$ cat src/rtl/ps2_rx_decoder.sv
// Host-side PS/2 keyboard receiver: synchronizes and glitch-filters the raw lines,
// deserializes 11-bit frames and folds E0/F0 prefixes into single key events.
module ps2_rx_decoder #(
  parameter int FILTER_LEN     = 8,
  parameter int TIMEOUT_CYCLES = 100000
) (
  input  logic       ck,
  input  logic       rst_n,
  input  logic       PS2C,
  input  logic       PS2D,
  output logic [7:0] rx_byte,
  output logic       rx_valid,
  output logic [7:0] ps2_key_code,
  output logic       key_valid,
  output logic       key_released,
  output logic       key_extended,
  output logic       frame_err,
  output logic [1:0] err_code
);

  localparam int FW = $clog2(FILTER_LEN + 1);
  localparam int TW = $clog2(TIMEOUT_CYCLES + 1);
  localparam logic [FW-1:0] FILT_LAST = FW'(FILTER_LEN - 1);
  localparam logic [TW-1:0] TO_LAST   = TW'(TIMEOUT_CYCLES - 1);

  typedef enum logic [1:0] {
    S_IDLE   = 2'd0,
    S_DATA   = 2'd1,
    S_PARITY = 2'd2,
    S_STOP   = 2'd3
  } state_t;

  // Odd parity holds when data plus parity carry an odd number of ones.
  function automatic logic f_parity_ok(input logic [7:0] data, input logic par);
    return ^{data, par};
  endfunction

  logic          r_c_s1, r_c_s2, r_d_s1, r_d_s2;
  logic          r_c_filt, r_c_filt_d;
  logic [FW-1:0] r_filt_cnt;
  state_t        r_state;
  logic [2:0]    r_bit_cnt;
  logic [7:0]    r_shift;
  logic          r_par;
  logic [TW-1:0] r_to_cnt;
  logic          r_brk, r_ext;
  logic [7:0]    r_rx_byte, r_key_code;
  logic          r_rx_valid, r_key_valid, r_key_rel, r_key_ext, r_frame_err;
  logic [1:0]    r_err_code;
  logic          w_fall, w_d;

  // Two-flop synchronizers; idle-high lines reset to 1.
  always_ff @(posedge ck or negedge rst_n) begin
    if (!rst_n) begin
      r_c_s1 <= 1'b1;
      r_c_s2 <= 1'b1;
      r_d_s1 <= 1'b1;
      r_d_s2 <= 1'b1;
    end else begin
      r_c_s1 <= PS2C;
      r_c_s2 <= r_c_s1;
      r_d_s1 <= PS2D;
      r_d_s2 <= r_d_s1;
    end
  end

  // Glitch filter: accept a new clock level after FILTER_LEN consecutive differing samples.
  always_ff @(posedge ck or negedge rst_n) begin
    if (!rst_n) begin
      r_c_filt   <= 1'b1;
      r_c_filt_d <= 1'b1;
      r_filt_cnt <= {FW{1'b0}};
    end else begin
      r_c_filt_d <= r_c_filt;
      if (r_c_s2 == r_c_filt) begin
        r_filt_cnt <= {FW{1'b0}};
      end else if (r_filt_cnt == FILT_LAST) begin
        r_c_filt   <= r_c_s2;
        r_filt_cnt <= {FW{1'b0}};
      end else begin
        r_filt_cnt <= r_filt_cnt + FW'(1);
      end
    end
  end

  assign w_fall = r_c_filt_d & ~r_c_filt;
  assign w_d    = r_d_s2;

  // Frame FSM, timeout, frame evaluation and prefix tracking with registered outputs.
  always_ff @(posedge ck or negedge rst_n) begin
    if (!rst_n) begin
      r_state     <= S_IDLE;
      r_bit_cnt   <= 3'd0;
      r_shift     <= 8'h00;
      r_par       <= 1'b0;
      r_to_cnt    <= {TW{1'b0}};
      r_brk       <= 1'b0;
      r_ext       <= 1'b0;
      r_rx_byte   <= 8'h00;
      r_rx_valid  <= 1'b0;
      r_key_code  <= 8'h00;
      r_key_valid <= 1'b0;
      r_key_rel   <= 1'b0;
      r_key_ext   <= 1'b0;
      r_frame_err <= 1'b0;
      r_err_code  <= 2'b00;
    end else begin
      r_rx_valid  <= 1'b0;
      r_key_valid <= 1'b0;
      r_frame_err <= 1'b0;
      if ((r_state != S_IDLE) && !w_fall && (r_to_cnt == TO_LAST)) begin
        r_state     <= S_IDLE;
        r_to_cnt    <= {TW{1'b0}};
        r_frame_err <= 1'b1;
        r_err_code  <= 2'b11;
        r_brk       <= 1'b0;
        r_ext       <= 1'b0;
      end else begin
        if (r_state == S_IDLE || w_fall) begin
          r_to_cnt <= {TW{1'b0}};
        end else begin
          r_to_cnt <= r_to_cnt + TW'(1);
        end
        case (r_state)
          S_IDLE: begin
            if (w_fall && !w_d) begin
              r_state   <= S_DATA;
              r_bit_cnt <= 3'd0;
            end
          end
          S_DATA: begin
            if (w_fall) begin
              r_shift   <= {w_d, r_shift[7:1]};
              r_bit_cnt <= r_bit_cnt + 3'd1;
              if (r_bit_cnt == 3'd7) begin
                r_state <= S_PARITY;
              end
            end
          end
          S_PARITY: begin
            if (w_fall) begin
              r_par   <= w_d;
              r_state <= S_STOP;
            end
          end
          S_STOP: begin
            if (w_fall) begin
              r_state <= S_IDLE;
              if (!f_parity_ok(r_shift, r_par)) begin
                r_frame_err <= 1'b1;
                r_err_code  <= 2'b01;
                r_brk       <= 1'b0;
                r_ext       <= 1'b0;
              end else if (!w_d) begin
                r_frame_err <= 1'b1;
                r_err_code  <= 2'b10;
                r_brk       <= 1'b0;
                r_ext       <= 1'b0;
              end else begin
                r_rx_byte  <= r_shift;
                r_rx_valid <= 1'b1;
                if (r_shift == 8'hF0) begin
                  r_brk <= 1'b1;
                end else if (r_shift == 8'hE0) begin
                  r_ext <= 1'b1;
                end else begin
                  r_key_code  <= r_shift;
                  r_key_rel   <= r_brk;
                  r_key_ext   <= r_ext;
                  r_key_valid <= 1'b1;
                  r_brk       <= 1'b0;
                  r_ext       <= 1'b0;
                end
              end
            end
          end
          default: begin
            r_state <= S_IDLE;
          end
        endcase
      end
    end
  end

  assign rx_byte      = r_rx_byte;
  assign rx_valid     = r_rx_valid;
  assign ps2_key_code = r_key_code;
  assign key_valid    = r_key_valid;
  assign key_released = r_key_rel;
  assign key_extended = r_key_ext;
  assign frame_err    = r_frame_err;
  assign err_code     = r_err_code;

endmodule

$ cat config.mk
export PLATFORM = sky130hd
export DESIGN_NAME = ps2_rx_decoder
export DESIGN_NICKNAME = d
export VERILOG_FILES = /design/src/rtl/ps2_rx_decoder.sv
export SDC_FILE = /design/constraint.sdc
export NUM_CORES = 1
export LEC_CHECK = 0
export ABC_AREA = 1
export BUFFER_PORTS_ARGS = -buffer_cell sky130_fd_sc_hd__clkbuf_2
export CAP_MARGIN = 5
export CORE_MARGIN = 2
export CORE_UTILIZATION = 30
export CTS_CLUSTER_DIAMETER = 200
export DETAILED_ROUTE_END_ITERATION = 8
export GPL_ROUTABILITY_DRIVEN = 0
export GPL_TIMING_DRIVEN = 1
export PLACE_DENSITY = 0.47
export SYNTH_ARGS = -nofsm -noshare
export SYNTH_HDL_FRONTEND = slang
export SYNTH_SLANG_ARGS = --single-unit
$ cat constraint.sdc
create_clock -name ck -period 4.95 [get_ports ck]
set_input_delay 0.99 -clock ck [delete_from_list [all_inputs] [get_ports ck]]
set_output_delay 0.99 -clock ck [all_outputs]
set_load 0.1 [all_outputs]
==> reports/results.txt <==
The critical path goes through clkbuf_2. At the pin with the least slew margin, the transition time is 0.783 ns. The proportion of synthesized chip area in sequential cells was 49.5%; the standard cell core area was 10900 µm².

Data arrival time of the critical path: 1.19 ns. For the wire length after detailed routing, the log shows 6750 µm. For the number of antenna violations at the first check in global routing, the log shows 0.

Ranked by total cell area, the synthesized netlist is headed by sky130_fd_sc_hd__dfrtp_1 45%, sky130_fd_sc_hd__nand2_1 12%, sky130_fd_sc_hd__dfstp_2 4.7%. The flow ran to the end, and the final reports show no timing, DRC or antenna violations. The clock slew at the register clock pins of the worst setup and hold paths was 0.08 ns; the post-CTS repair timing setup buffer count was 0.

The tools report the maximum clock skew at final layout as 0.0148 ns. The tree is rooted in a sky130_fd_sc_hd__clkbuf_8. The tools report the number of slew-limit violations in the final report as 0. The worst setup path is launched from a flop. The run gives 0.595 mW as the switching power. Net switching is 35.7% of the power.

The residual DRC count is 0. Among all stages on the critical path, the largest delay is contributed by sky130_fd_sc_hd__clkbuf_2. The pre-antenna-repair detailed-routing pass consisted of 4 iterations.

After synthesis, the largest family of logic cells by area is simple AND/OR/NAND/NOR gates. The run gives 0 as the hold buffer count at CTS. The cell taking the most area after synthesis is sky130_fd_sc_hd__dfrtp_1.

Setup violations remaining at the end of the flow were counted as 0. The number of input and output port buffers inserted was 26; the highest fanout seen on the critical path was 2. The launch point of the worst reg-to-reg path was r_state[1]. The tools report the total global-route track usage as 12.9%.

The count of buffering cells on the critical path with inverters included works out to 1. Entering global routing, the biggest net connects 35 pins. The tools report the number of buffers on the longest clock path as 2. Of the total synthesized cell area, the portion taken by AND, OR, NAND and NOR gates is 33.0%. The first global-routing pass estimated 11900 µm of wire. The die covers 12000 µm². The adder-cell share of the synthesized area was 2.99%. For this run, the number of Yosys warnings is 0.

The worst stage delay on the critical path is 0.47 ns, and the minimum clock period after layout is 2.18 ns. The count of endpoints failing hold in the final timing report is 0, and the tightest hold margin is 0.352 ns. Across the run, the number of max-cap violations was 0. The number of global-route vias before repair is 2521. Of the cells placed in the final design, the portion with a size suffix greater than 1 is 22.7%. The detailed-route vias per instance works out to 4.54.

Across the VDD grid, the largest voltage drop is 0.000149 V. The first routing iteration left 106 violations. The total negative setup slack is 0 ns. Overall die width: 110 µm. Internal power comes to 1.07 mW. Once the floorplan was initialized, standard cells occupied 30.8% of the core. The ratio of final minimum period to clock period was 44.1%; the total power of the final layout was 1.67 mW. Summing the areas of all compound-gate instances in the mapped netlist gives 6.09% of the synthesized area. Per report_power, the clock group accounts for 31.8% of the total.

Registers are responsible for 39.5% of the overall power. After global routing the overflow that remains totals 0. In this run the count of I/O pins placed on the die edge is 27. The leakage power was 1.92 nW.

After clock tree synthesis, the repair step resized 0 gates. For the worst-skew pair, the clock arrives at the later sink with an insertion delay of 0.35 ns. The critical path in this run is classified as flop to primary output.

The number of placement rows was 38. The antenna diode count was 0. The cell count after synthesis was 391. Worst hold path class: flop to flop.

Headroom to the max-slew limit came out at 47.8%. In this run, synthesis produced a sequential element count of 66. The sort of element at the end of the critical path was a primary output. The top-area cell type share of the netlist area is 44.8%.

Setup repair after global routing left no endpoint under its margin. The relative area change from synthesis to final layout is 15.6%, and the HPWL reported at the end of detailed placement is 4960 µm. Once placement completed, the tool counted placed cells totaling 555. For the peak clock frequency supported by timing, the log shows 0.458 GHz. After the flow finishes, the layout carries non-filler instances totaling 571. Data on the critical path is required at its endpoint by 3.96 ns.

Of the total synthesized cell area, the portion taken by XOR and XNOR cells is 2.35%. TritonCTS built the clock tree. The clock net in this run drives a total of 66 sinks.

The synthesized netlist occupies a cell area of 3350 µm². Counting every net in the synthesized netlist gives 403. For the net count reported at finish, the log shows 438. The startpoint identified for the worst hold timing path is r_c_s1. The final route contains 2591 vias. The number of nets with antenna violations after detailed routing came out at 0. Clock tree synthesis inserted a total of 9 buffers.

The run gives 39 as the number of library cell types mapped by synthesis. The mux contribution to synthesized area is 0.336%, and the fraction of power consumed by combinational cells is 28.6%. The die boundary height was 110 µm. Tracing the worst setup path back leads to its startpoint at rx_byte[6].

Grouping stages by cell kind, the critical path spends the most delay in buffers and inverters. The per-cell routed wire length works out to 11.8 µm. The maximum level of the CTS H-tree came out at 3.

Each instance of the synthesized netlist takes up on average 8.57 µm². The power per standard cell area is 431 nW/µm².
==> per-layer routing <==
layer	track usage (%)	routed length [µm]	share of wire, %
met2	18.8	2890	43
met1	18.1	3510	52
met3	3.26	239	3.5
met5	0	0	0
met4	5.15	117	1.7
==> state kept, by name (all words and copies together) (netlist names), 2 cells and up <==
name,cells
r_shift,8
r_bit_cnt,3
rx_byte,8
ps2_key_code,8
r_filt_cnt,4
err_code,2
r_state,2
r_to_cnt,17
==> power groups by stage <==
stage	Combinational [mW]	Sequential, mW	Clock [mW]
CTS	0.483	0.660	0.553
finish	0.478	0.659	0.531
global placement	0.475	0.669	0
detailed placement	0.481	0.670	0
floorplan	0.331	0.707	0
global route	0.551	0.669	0.576
==> synth_stat cells, drive strengths merged <==
| cell | number |
|---|---|
| a21o | 1 |
| a21oi | 4 |
| a22o | 2 |
| a31oi | 1 |
| and2 | 1 |
| buf | 2 |
| clkbuf | 1 |
| clkinv | 1 |
| dfrtp | 60 |
| dfstp | 6 |
| ha | 8 |
| inv | 43 |
| mux2 | 1 |
| nand2 | 129 |
| nand3 | 31 |
| nand3b | 3 |
| nand4 | 6 |
| nor2 | 45 |
| nor3 | 6 |
| nor3b | 1 |
| nor4 | 3 |
| o211ai | 1 |
| o21a | 2 |
| o21ai | 23 |
| or3 | 1 |
| xnor2 | 3 |
| xor2 | 6 |
==> through the flow <==
step | util, % | cell area, µm² | setup WS [ns]
2_1_floorplan | - | 3350 | 3.05
3_3_place_gp | 33.4 | 3640 | 2.82
3_5_place_dp | 33.4 | 3640 | 2.80
4_1_cts | 35.6 | 3870 | 2.74
5_1_grt | 35.6 | 3870 | 2.72
6_report | 35.6 | 3870 | 2.77
==> kinds of logic after synthesis <==
kind of cell               Yosys count
DFF                                 66
muxes                                1
and+or+nand+nor                    226
adders and majority gates            8
xor gates and xnor gates             9
buffers and inverters               47
AOI/OAI and AO/OA                   34
==> layout by cell type (no fill, tap or decap), types with 3 or more instances in the layout <==
master                     count
sky130_fd_sc_hd__a21oi_1       4
sky130_fd_sc_hd__clkbuf_2     25
sky130_fd_sc_hd__clkbuf_8     12
sky130_fd_sc_hd__dfrtp_1      60
sky130_fd_sc_hd__dfstp_2       6
sky130_fd_sc_hd__ha_1          8
sky130_fd_sc_hd__inv_1        36
sky130_fd_sc_hd__inv_2         7
sky130_fd_sc_hd__nand2_1     110
sky130_fd_sc_hd__nand2_2      18
sky130_fd_sc_hd__nand3_1      27
sky130_fd_sc_hd__nand3b_1      3
sky130_fd_sc_hd__nand4_1       5
sky130_fd_sc_hd__nor2_1       36
sky130_fd_sc_hd__nor2_2        3
sky130_fd_sc_hd__nor2_4        6
sky130_fd_sc_hd__nor3_1        3
sky130_fd_sc_hd__nor4_1        3
sky130_fd_sc_hd__o21ai_0      16
sky130_fd_sc_hd__o21ai_1       3
sky130_fd_sc_hd__o21ai_2       4
sky130_fd_sc_hd__xnor2_1       3
sky130_fd_sc_hd__xor2_1        6
==> area by class of cell <==
cell class / instances / area (µm²)
clock buffers: 12 / 165
clock inverters: 4 / 72.6
flip-flops and latches: 66 / 1660
fillers: 1150 / 7010
inverters: 44 / 166
well taps: 140 / 175
multi-input cells: 278 / 1500
repair buffers: 27 / 138
==> worst paths after layout <==
path                                         to  slack (ns)  depth (start not counted)
worst max-delay path                 rx_byte[6]        2.77                          1
worst min-delay path                     r_c_s2        0.35                          0
worst max register to register  ps2_key_code[4]        3.01                          9
worst min register to register           r_c_s2        0.35                          0
max in group asynchronous              r_c_filt        3.28                          2
min in group asynchronous           r_to_cnt[4]        0.71                          1
Power figures use the tool's default switching activity.
